<file path="config.mk">
export PLATFORM = sky130hd
export DESIGN_NAME = keypad_reader
export DESIGN_NICKNAME = d
export VERILOG_FILES = /design/src/rtl/keypad_reader.sv
export SDC_FILE = /design/constraint.sdc
export NUM_CORES = 1
export LEC_CHECK = 0
export ABC_AREA = 0
export CORE_MARGIN = 1.5
export CORE_UTILIZATION = 56
export DETAILED_ROUTE_END_ITERATION = 6
export DONT_BUFFER_PORTS = 1
export GPL_TIMING_DRIVEN = 1
export PLACE_DENSITY = 0.71
export SLEW_MARGIN = 20
export SYNTH_ARGS = -nofsm -noshare
export SYNTH_HDL_FRONTEND = slang
export SYNTH_SLANG_ARGS = --single-unit
</file>
<file path="constraint.sdc">
create_clock -name clk -period 8.68 [get_ports clk]
set_input_delay 1.736 -clock clk [delete_from_list [all_inputs] [get_ports clk]]
set_output_delay 1.736 -clock clk [all_outputs]
set_load 0.005 [all_outputs]
</file>
<file path="src/rtl/keypad_reader.sv">
// Keypad scanner consumer: acknowledges each presented code, suppresses auto-repeat
// while a key is held, and queues distinct presses in a show-ahead FIFO for the CPU.
module keypad_reader #(
  parameter int DEPTH          = 8,
  parameter int RELEASE_CYCLES = 16
) (
  input  logic                     clk,
  input  logic                     rst_n,
  input  logic [7:0]               key_in,
  input  logic                     key_ready,
  output logic                     key_read,
  input  logic                     rd_en,
  output logic [7:0]               rd_data,
  output logic [$clog2(DEPTH):0]   count,
  output logic                     empty,
  output logic                     full,
  output logic                     overflow,
  input  logic                     clr_overflow
);

  localparam int AW = $clog2(DEPTH);
  localparam int RW = $clog2(RELEASE_CYCLES);

  localparam logic [1:0] IDLE = 2'd0;
  localparam logic [1:0] ACK  = 2'd1;
  localparam logic [1:0] HOLD = 2'd2;

  logic [1:0]    state;
  logic [7:0]    held_code;
  logic [RW-1:0] rel_cnt;

  logic [7:0]    mem [DEPTH];
  logic [AW-1:0] wr_ptr;
  logic [AW-1:0] rd_ptr;

  logic capture, push_req, pop, push_ok, ovf_set;

  // NOTE: every combinational output gets a default first so no latch can be inferred.
  always_comb begin
    capture  = 1'b0;
    push_req = 1'b0;
    if ((state == IDLE || state == HOLD) && key_ready) begin
      capture  = 1'b1;
      push_req = (key_in != '0) && (state == IDLE || key_in != held_code);
    end
    pop     = rd_en && !empty;
    // A pop on the same edge frees the slot, so a full FIFO still accepts the push.
    push_ok = push_req && (!full || pop);
    ovf_set = push_req && full && !pop;
  end

  assign empty   = (count == '0);
  assign full    = (count == (AW+1)'(DEPTH));
  assign rd_data = empty ? 8'd0 : mem[rd_ptr];

  // NOTE: sequential state uses non-blocking assignments so all registers update together.
  always_ff @(posedge clk) begin
    if (!rst_n) begin
      state     <= IDLE;
      key_read  <= 1'b0;
      held_code <= '0;
      rel_cnt   <= '0;
    end else if (capture) begin
      state    <= ACK;
      key_read <= 1'b1;
      if (key_in != '0) held_code <= key_in;
    end else begin
      case (state)
        ACK: begin
          if (!key_ready) begin
            state    <= HOLD;
            key_read <= 1'b0;
            rel_cnt  <= '0;
          end
        end
        HOLD: begin
          if (rel_cnt == RW'(RELEASE_CYCLES - 1)) begin
            state     <= IDLE;
            held_code <= '0;
          end else begin
            rel_cnt <= rel_cnt + RW'(1);
          end
        end
        IDLE: ;
        default: begin
          state    <= IDLE;
          key_read <= 1'b0;
        end
      endcase
    end
  end

  always_ff @(posedge clk) begin
    if (!rst_n) begin
      wr_ptr   <= '0;
      rd_ptr   <= '0;
      count    <= '0;
      overflow <= 1'b0;
    end else begin
      if (push_ok) wr_ptr <= wr_ptr + AW'(1);
      if (pop)     rd_ptr <= rd_ptr + AW'(1);
      case ({push_ok, pop})
        2'b10:   count <= count + (AW+1)'(1);
        2'b01:   count <= count - (AW+1)'(1);
        default: count <= count;
      endcase
      if (ovf_set)           overflow <= 1'b1;
      else if (clr_overflow) overflow <= 1'b0;
    end
  end

  // NOTE: storage is left unreset; count gates rd_data so stale entries are never visible.
  always_ff @(posedge clk) begin
    if (push_ok) mem[wr_ptr] <= key_in;
  end

endmodule
</file>
Word-level counts from Yosys, hierarchy flattened
Memory sizes are Yosys's and may differ from the RTL's. A register that Yosys moved wholly into a read port is not among the register bits.
Cells that the tools add are included.
{"block": "totals", "reg_bits": 26, "latch_bits": 0, "mem_bits_rw": 64, "rom_bits": 0, "input_bits": 13, "output_inout_bits": 16, "n_memories": 1}
{"memory": "mem", "depth": 8, "width": 8, "rd": 1, "rd_clocked_by_memory_dff": 1, "wr": 1, "line": "32", "source": "logic [7:0] mem [DEPTH];"}
{"block": "op_classes", "add_sub_neg": 5, "n_mul": 0, "div_mod_pow": 0, "order_cmp": 0, "eq_ne": 15, "shifts": 0, "mux": 24, "bitwise": 3, "reduce_logical": 27}
{"op": "$mux W8", "n": 5}
{"op": "$pmux W4 S2", "n": 2}
{"op": "$reduce_bool A2 Y1", "n": 5}
{"op": "$mux W1", "n": 9}
{"op": "$reduce_and A3 Y1", "n": 3}
{"op": "$add A4 B1 Y4 const B", "n": 2}
{"op": "$eq A4 B4 Y1 const B", "n": 2}
{"op": "$mux W4", "n": 2}
{"op": "$ne A8 B8 Y1", "n": 1}
{"op": "$reduce_bool A8 Y1", "n": 1}
{"op": "$add A3 B1 Y3 const B", "n": 2}
{"op": "$logic_and A1 B1 Y1", "n": 6}
{"op": "$mux W3", "n": 2}
{"op": "$ne A2 B1 Y1 const B", "n": 3}
{"op": "$ne A2 B2 Y1 const B", "n": 3}
{"op": "$pmux W2 S3", "n": 1}
{"op": "$eq A2 B1 Y1 const B", "n": 2}
{"op": "$eq A2 B2 Y1 const B", "n": 2}
{"op": "$logic_not A4 Y1", "n": 1}
{"op": "$mux W2", "n": 2}
{"op": "$reduce_and A4 Y1", "n": 1}
{"op": "$reduce_or A2 Y1", "n": 2}
{"op": "$sub A4 B1 Y4 const B", "n": 1}
{"op": "$logic_not A1 Y1", "n": 3}
{"op": "7 further kinds", "n": 11}

Depth between registers and ports, before layout
{"block": "logic_depth", "depth_word": 7, "depth_mapped": 13, "depth_no_buf": 11}

Worst setup path before layout
OpenSTA, ideal clock, no wires.
{"block": "synth_path", "path_kind": "input to register", "startpoint": "input port key_ready", "endpoint": "memory mem[0][0] (enable)", "t_arrival_ps": 3590, "t_required_ps": 8285, "path_slack_ps": 4695, "path_stages": 7, "path_cell_list": "buf_2 > nor2b_1 > buf_2 > o21ai_2 > a31oi_1 > nand2_1 > nor4_1"}
{"block": "synth_via", "elab_chain_len": 5}
{"element": "from (decl)", "line": "10", "source": "input logic key_ready,"}
{"element": "$logic_and A1 B1 Y1", "line": "42", "source": "if ((state == IDLE || state == HOLD) && key_ready) begin"}
{"element": "$mux W1", "line": "42"}
{"element": "$logic_and A1 B1 Y1", "line": "48", "source": "push_ok = push_req && (!full || pop);"}
{"element": "$mux W1", "line": "114", "source": "if (push_ok) mem[wr_ptr] <= key_in;"}
{"element": "$mux W1 (implied by the code)", "line": "114"}
{"element": "to (decl)", "line": "32"}
No other way between the ends.

Final worst setup path
{"block": "layout_path", "startpoint": "input port key_ready", "endpoint": "memory mem[0][2] (enable)"}
Same word-level chain as after synthesis.

==> metrics.json <==
{
  "run_status": {"value": "completed"},
  "route.vias.total": {"value": 2136},
  "cell_area_after_technology_mapping": {"value": 3933, "unit": "um^2"},
  "path_cells": {"value": "nor2b_1 -> o21ai_2 -> a31oi_1 -> nand2_1 -> nor4_1 -> buf_4"},
  "power.clock.fraction": {"value": 25.0, "unit": "%"},
  "max-slew-margin-rel": {"value": 38.38, "unit": "%"},
  "asyncSetResetFlopFracSynth": {"value": 0, "unit": "%"},
  "worst_ep_arrival_time": {"value": 4.03, "unit": "ns"},
  "diodes": {"value": 0},
  "wire_length_of_the_first_global_routing_pass": {"value": 10800, "unit": "um"},
  "antenna_found_initial": {"value": 0},
  "post-cts-setup-buffers": {"value": 0},
  "clock_sink_count": {"value": 93},
  "yosysWarningCount": {"value": 0},
  "fp.dieW": {"value": 86.80, "unit": "um"},
  "avgRoutedWirePerCell": {"value": 18.33, "unit": "um"},
  "min_from": {"value": "held_code[6]$_SDFFE_PN0P_"},
  "r2r_setup_slack": {"value": 5.73, "unit": "ns"},
  "timing.critical_path.required": {"value": 8.75, "unit": "ns"},
  "period_minus_slack": {"value": 3.958, "unit": "ns"},
  "dp_slack": {"value": 4.350, "unit": "ns"},
  "max_buffers_root_to_sink": {"value": 2},
  "drt_drc_violations_left": {"value": 0},
  "cts-htree-levels": {"value": 3},
  "cts.root.buffer_cell": {"value": "sky130_fd_sc_hd__clkbuf_8"},
  "edff_count_synth": {"value": 64},
  "p_int": {"value": 740.4, "unit": "uW"},
  "holdCritPathClass": {"value": "flop to flop"},
  "finalMaxSlewViolations": {"value": 0},
  "place.port_buffers": {"value": 0},
  "drtAntennaViolNets": {"value": 0},
  "detailed_place_hpwl": {"value": 4655, "unit": "um"},
  "routed_wl": {"value": 6947, "unit": "um"},
  "via_count_of_the_first_global_routing_pass": {"value": 2062},
  "gr-total-overflow": {"value": 0},
  "worstHoldPathCells": {"value": 2},
  "met3_usage": {"value": 3.810, "unit": "%"},
  "cts_tree": {"value": "done"},
  "power.ir.vdd_worst": {"value": 0.1087, "unit": "mV"},
  "placeableCoreArea": {"value": 6794, "unit": "um^2"},
  "rows": {"value": 30},
  "tightestPinTransition": {"value": 0.9159, "unit": "ns"},
  "cp-startpoint": {"value": "key_ready"},
  "fin_nets": {"value": 297},
  "clk_transition_reported_paths": {"value": 0.09, "unit": "ns"},
  "drt_pre_antenna_iters": {"value": 4},
  "worst_setup_path_start_kind": {"value": "input pin"},
  "initialDrtViolationCount": {"value": 135},
  "report.final.hold_viol_count": {"value": 0},
  "crit-reg2reg-launch": {"value": "state[0]$_SDFFE_PN0P_"},
  "synth-seq-area-share": {"value": 63.63, "unit": "%"},
  "power_frac_comb": {"value": 21.7, "unit": "%"},
  "die_height": {"value": 86.80, "unit": "um"},
  "rr_worst_depth": {"value": 6},
  "global_route.usage.met1": {"value": 28.41, "unit": "%"},
  "die_area": {"value": 7534, "unit": "um^2"},
  "power.density": {"value": 250.2, "unit": "nW/um^2"},
  "placer_congestion_estimate": {"value": 0.7160},
  "synth_cell_type_count": {"value": 39},
  "setup_viol_count_final": {"value": 0},
  "gr_usage_total": {"value": 20.02, "unit": "%"},
  "cp-endpoint": {"value": "mem[0][2]$_DFFE_PP_"},
  "area.growth.synth_to_final": {"value": 7.191, "unit": "%"},
  "synth_flop_cell": {"value": "sky130_fd_sc_hd__edfxtp_1"},
  "timing.clock.skew": {"value": 0.01325, "unit": "ns"},
  "grt_setup_unrepaired": {"value": "false"},
  "postCtsResizedCells": {"value": 0},
  "grt_start_max_net_pins": {"value": 33},
  "synth.ff_latch_count": {"value": 93},
  "switching_power": {"value": 314.4, "unit": "uW"},
  "min_period_over_period": {"value": 45.60, "unit": "%"},
  "critPathMaxFanout": {"value": 10},
  "report.power.total": {"value": 1.055, "unit": "mW"},
  "layout_common_cells": {"value": "sky130_fd_sc_hd__edfxtp_1, sky130_fd_sc_hd__nand2_1, sky130_fd_sc_hd__dfxtp_1"},
  "tritoncts.num_buffers": {"value": 9},
  "cts_hold_repair.buffers": {"value": 0},
  "layout-drive-gt1-share": {"value": 15.90, "unit": "%"},
  "max_cap_viol_count": {"value": 0},
  "power.share.sequential": {"value": 53.3, "unit": "%"},
  "layout_commonest_cell": {"value": "sky130_fd_sc_hd__edfxtp_1"},
  "top_ports": {"value": 29},
  "worst_setup_path_end_kind": {"value": "flop"},
  "power_switching_share": {"value": 29.80, "unit": "%"},
  "slowest_delay": {"value": 0.75, "unit": "ns"},
  "syn-num-nets": {"value": 294},
  "final_critical_path_setup_slack": {"value": 4.722, "unit": "ns"},
  "cell_with_the_biggest_individual_delay_on_the_critical_path": {"value": "sky130_fd_sc_hd__nor4_1"},
  "synth_area_per_cell": {"value": 14.30, "unit": "um^2"},
  "clock_insertion_delay_worst_skew": {"value": 0.35, "unit": "ns"},
  "finalSetupTns": {"value": 0, "unit": "ns"},
  "postSynthCellCount": {"value": 275},
  "viasPerCell": {"value": 5.636},
  "reg2reg_to": {"value": "mem[0][2]$_DFFE_PP_"},
  "timing.hold.ws": {"value": 0.4702, "unit": "ns"},
  "initial_core_util": {"value": 57.88, "unit": "%"},
  "global_route.peak_usage_layer": {"value": "met2"},
  "timing.fmax": {"value": 252.7, "unit": "MHz"},
  "use_met2": {"value": 30.09, "unit": "%"},
  "power_leakage": {"value": 1.408, "unit": "nW"},
  "setup.worst_path.class": {"value": "input pin to flop"}
}
[state kept, by name (all words and copies together) (netlist names), named ones only]
| name | count |
|---|---|
| overflow | 1 |
| count | 4 |
| state | 2 |
| wr_ptr | 3 |
| mem | 64 |
| key_read | 1 |
| held_code | 8 |
| rd_ptr | 3 |
| rel_cnt | 4 |
[critical path: cells and delay by family]
kind,cells,cell delay (ns)
AND/OR/NAND/NOR,3,1.51
AO/OA/AOI/OAI,2,0.51
buffers and inverters,1,0.27
[logic make-up (layout without fill, tap and decap cells)]
family / count (synthesis) / count (layout) / synth area share [%]
adders and majority gates: 6 / 6 / 2.100
buffers and inverters: 15 / 23 / 1.750
DFF: 93 / 93 / 63.63
and+or+nand+nor: 92 / 92 / 11.77
xor gates and xnor gates: 14 / 14 / 3.118
muxes: 32 / 32 / 13.24
AOI/OAI and AO/OA: 23 / 23 / 4.391
[area by class of cell]
cell class | instances | area (um^2)
Fill cell | 503 | 2579
Clock buffer | 11 | 141.4
Sequential cell | 93 | 2504
Tap cell | 96 | 120.1
Inverter | 4 | 15.01
Timing Repair Buffer | 3 | 22.52
Clock inverter | 5 | 41.29
Multi-Input combinational cell | 167 | 1371
[through the flow]
stage | std cells | cell area (um^2) | util (%)
2_1_floorplan | 275 | 3933 | -
3_3_place_gp | 363 | 4021 | 59.19
3_5_place_dp | 363 | 4033 | 59.36
4_1_cts | 379 | 4215 | 62.04
5_1_grt | 379 | 4215 | 62.04
6_report | 379 | 4215 | 62.04
[synth_stat cells (5+ instances only)]
master | instances | area share, %
sky130_fd_sc_hd__edfxtp_1 | 64 | 49
sky130_fd_sc_hd__nand2_1 | 32 | 3.1
sky130_fd_sc_hd__dfxtp_1 | 29 | 15
sky130_fd_sc_hd__nor2_1 | 18 | 1.7
sky130_fd_sc_hd__mux2i_1 | 16 | 4.1
sky130_fd_sc_hd__mux4_2 | 16 | 9.2
sky130_fd_sc_hd__xor2_1 | 9 | 2.0
sky130_fd_sc_hd__a21boi_1 | 8 | 1.5
sky130_fd_sc_hd__nand2b_1 | 8 | 1.3
sky130_fd_sc_hd__nor3_1 | 8 | 1.0
sky130_fd_sc_hd__and2_1 | 6 | 0.95
sky130_fd_sc_hd__nand3_1 | 6 | 0.76
sky130_fd_sc_hd__clkbuf_1 | 5 | 0.48
sky130_fd_sc_hd__ha_1 | 5 | 1.6
sky130_fd_sc_hd__nor2b_1 | 5 | 0.80
sky130_fd_sc_hd__xnor2_1 | 5 | 1.1
[layer usage]
metal	vias to the layer above	wire, um
met5	-	0
met3	4	279
met4	0	53
met1	1067	3266
met2	50	3348
li1	1015	-
[power groups by stage]
stage	logic (mW)	clock network, mW	registers, mW
global placement	0.230	0	0.572
floorplan	0.228	0	0.535
global route	0.260	0.285	0.568
detailed placement	0.234	0	0.574
CTS	0.235	0.269	0.564
finish	0.229	0.264	0.562
[how the worst min path moves through the flow]
stage	end	slack (ns)
finish	held_code[6]$_SDFFE_PN0P_	0.47
global route	held_code[3]$_SDFFE_PN0P_	0.48
global placement	held_code[3]$_SDFFE_PN0P_	0.45
floorplan	held_code[5]$_SDFFE_PN0P_	0.45
detailed placement	held_code[4]$_SDFFE_PN0P_	0.46
CTS	held_code[4]$_SDFFE_PN0P_	0.47
Power figures use the tool's default switching activity.
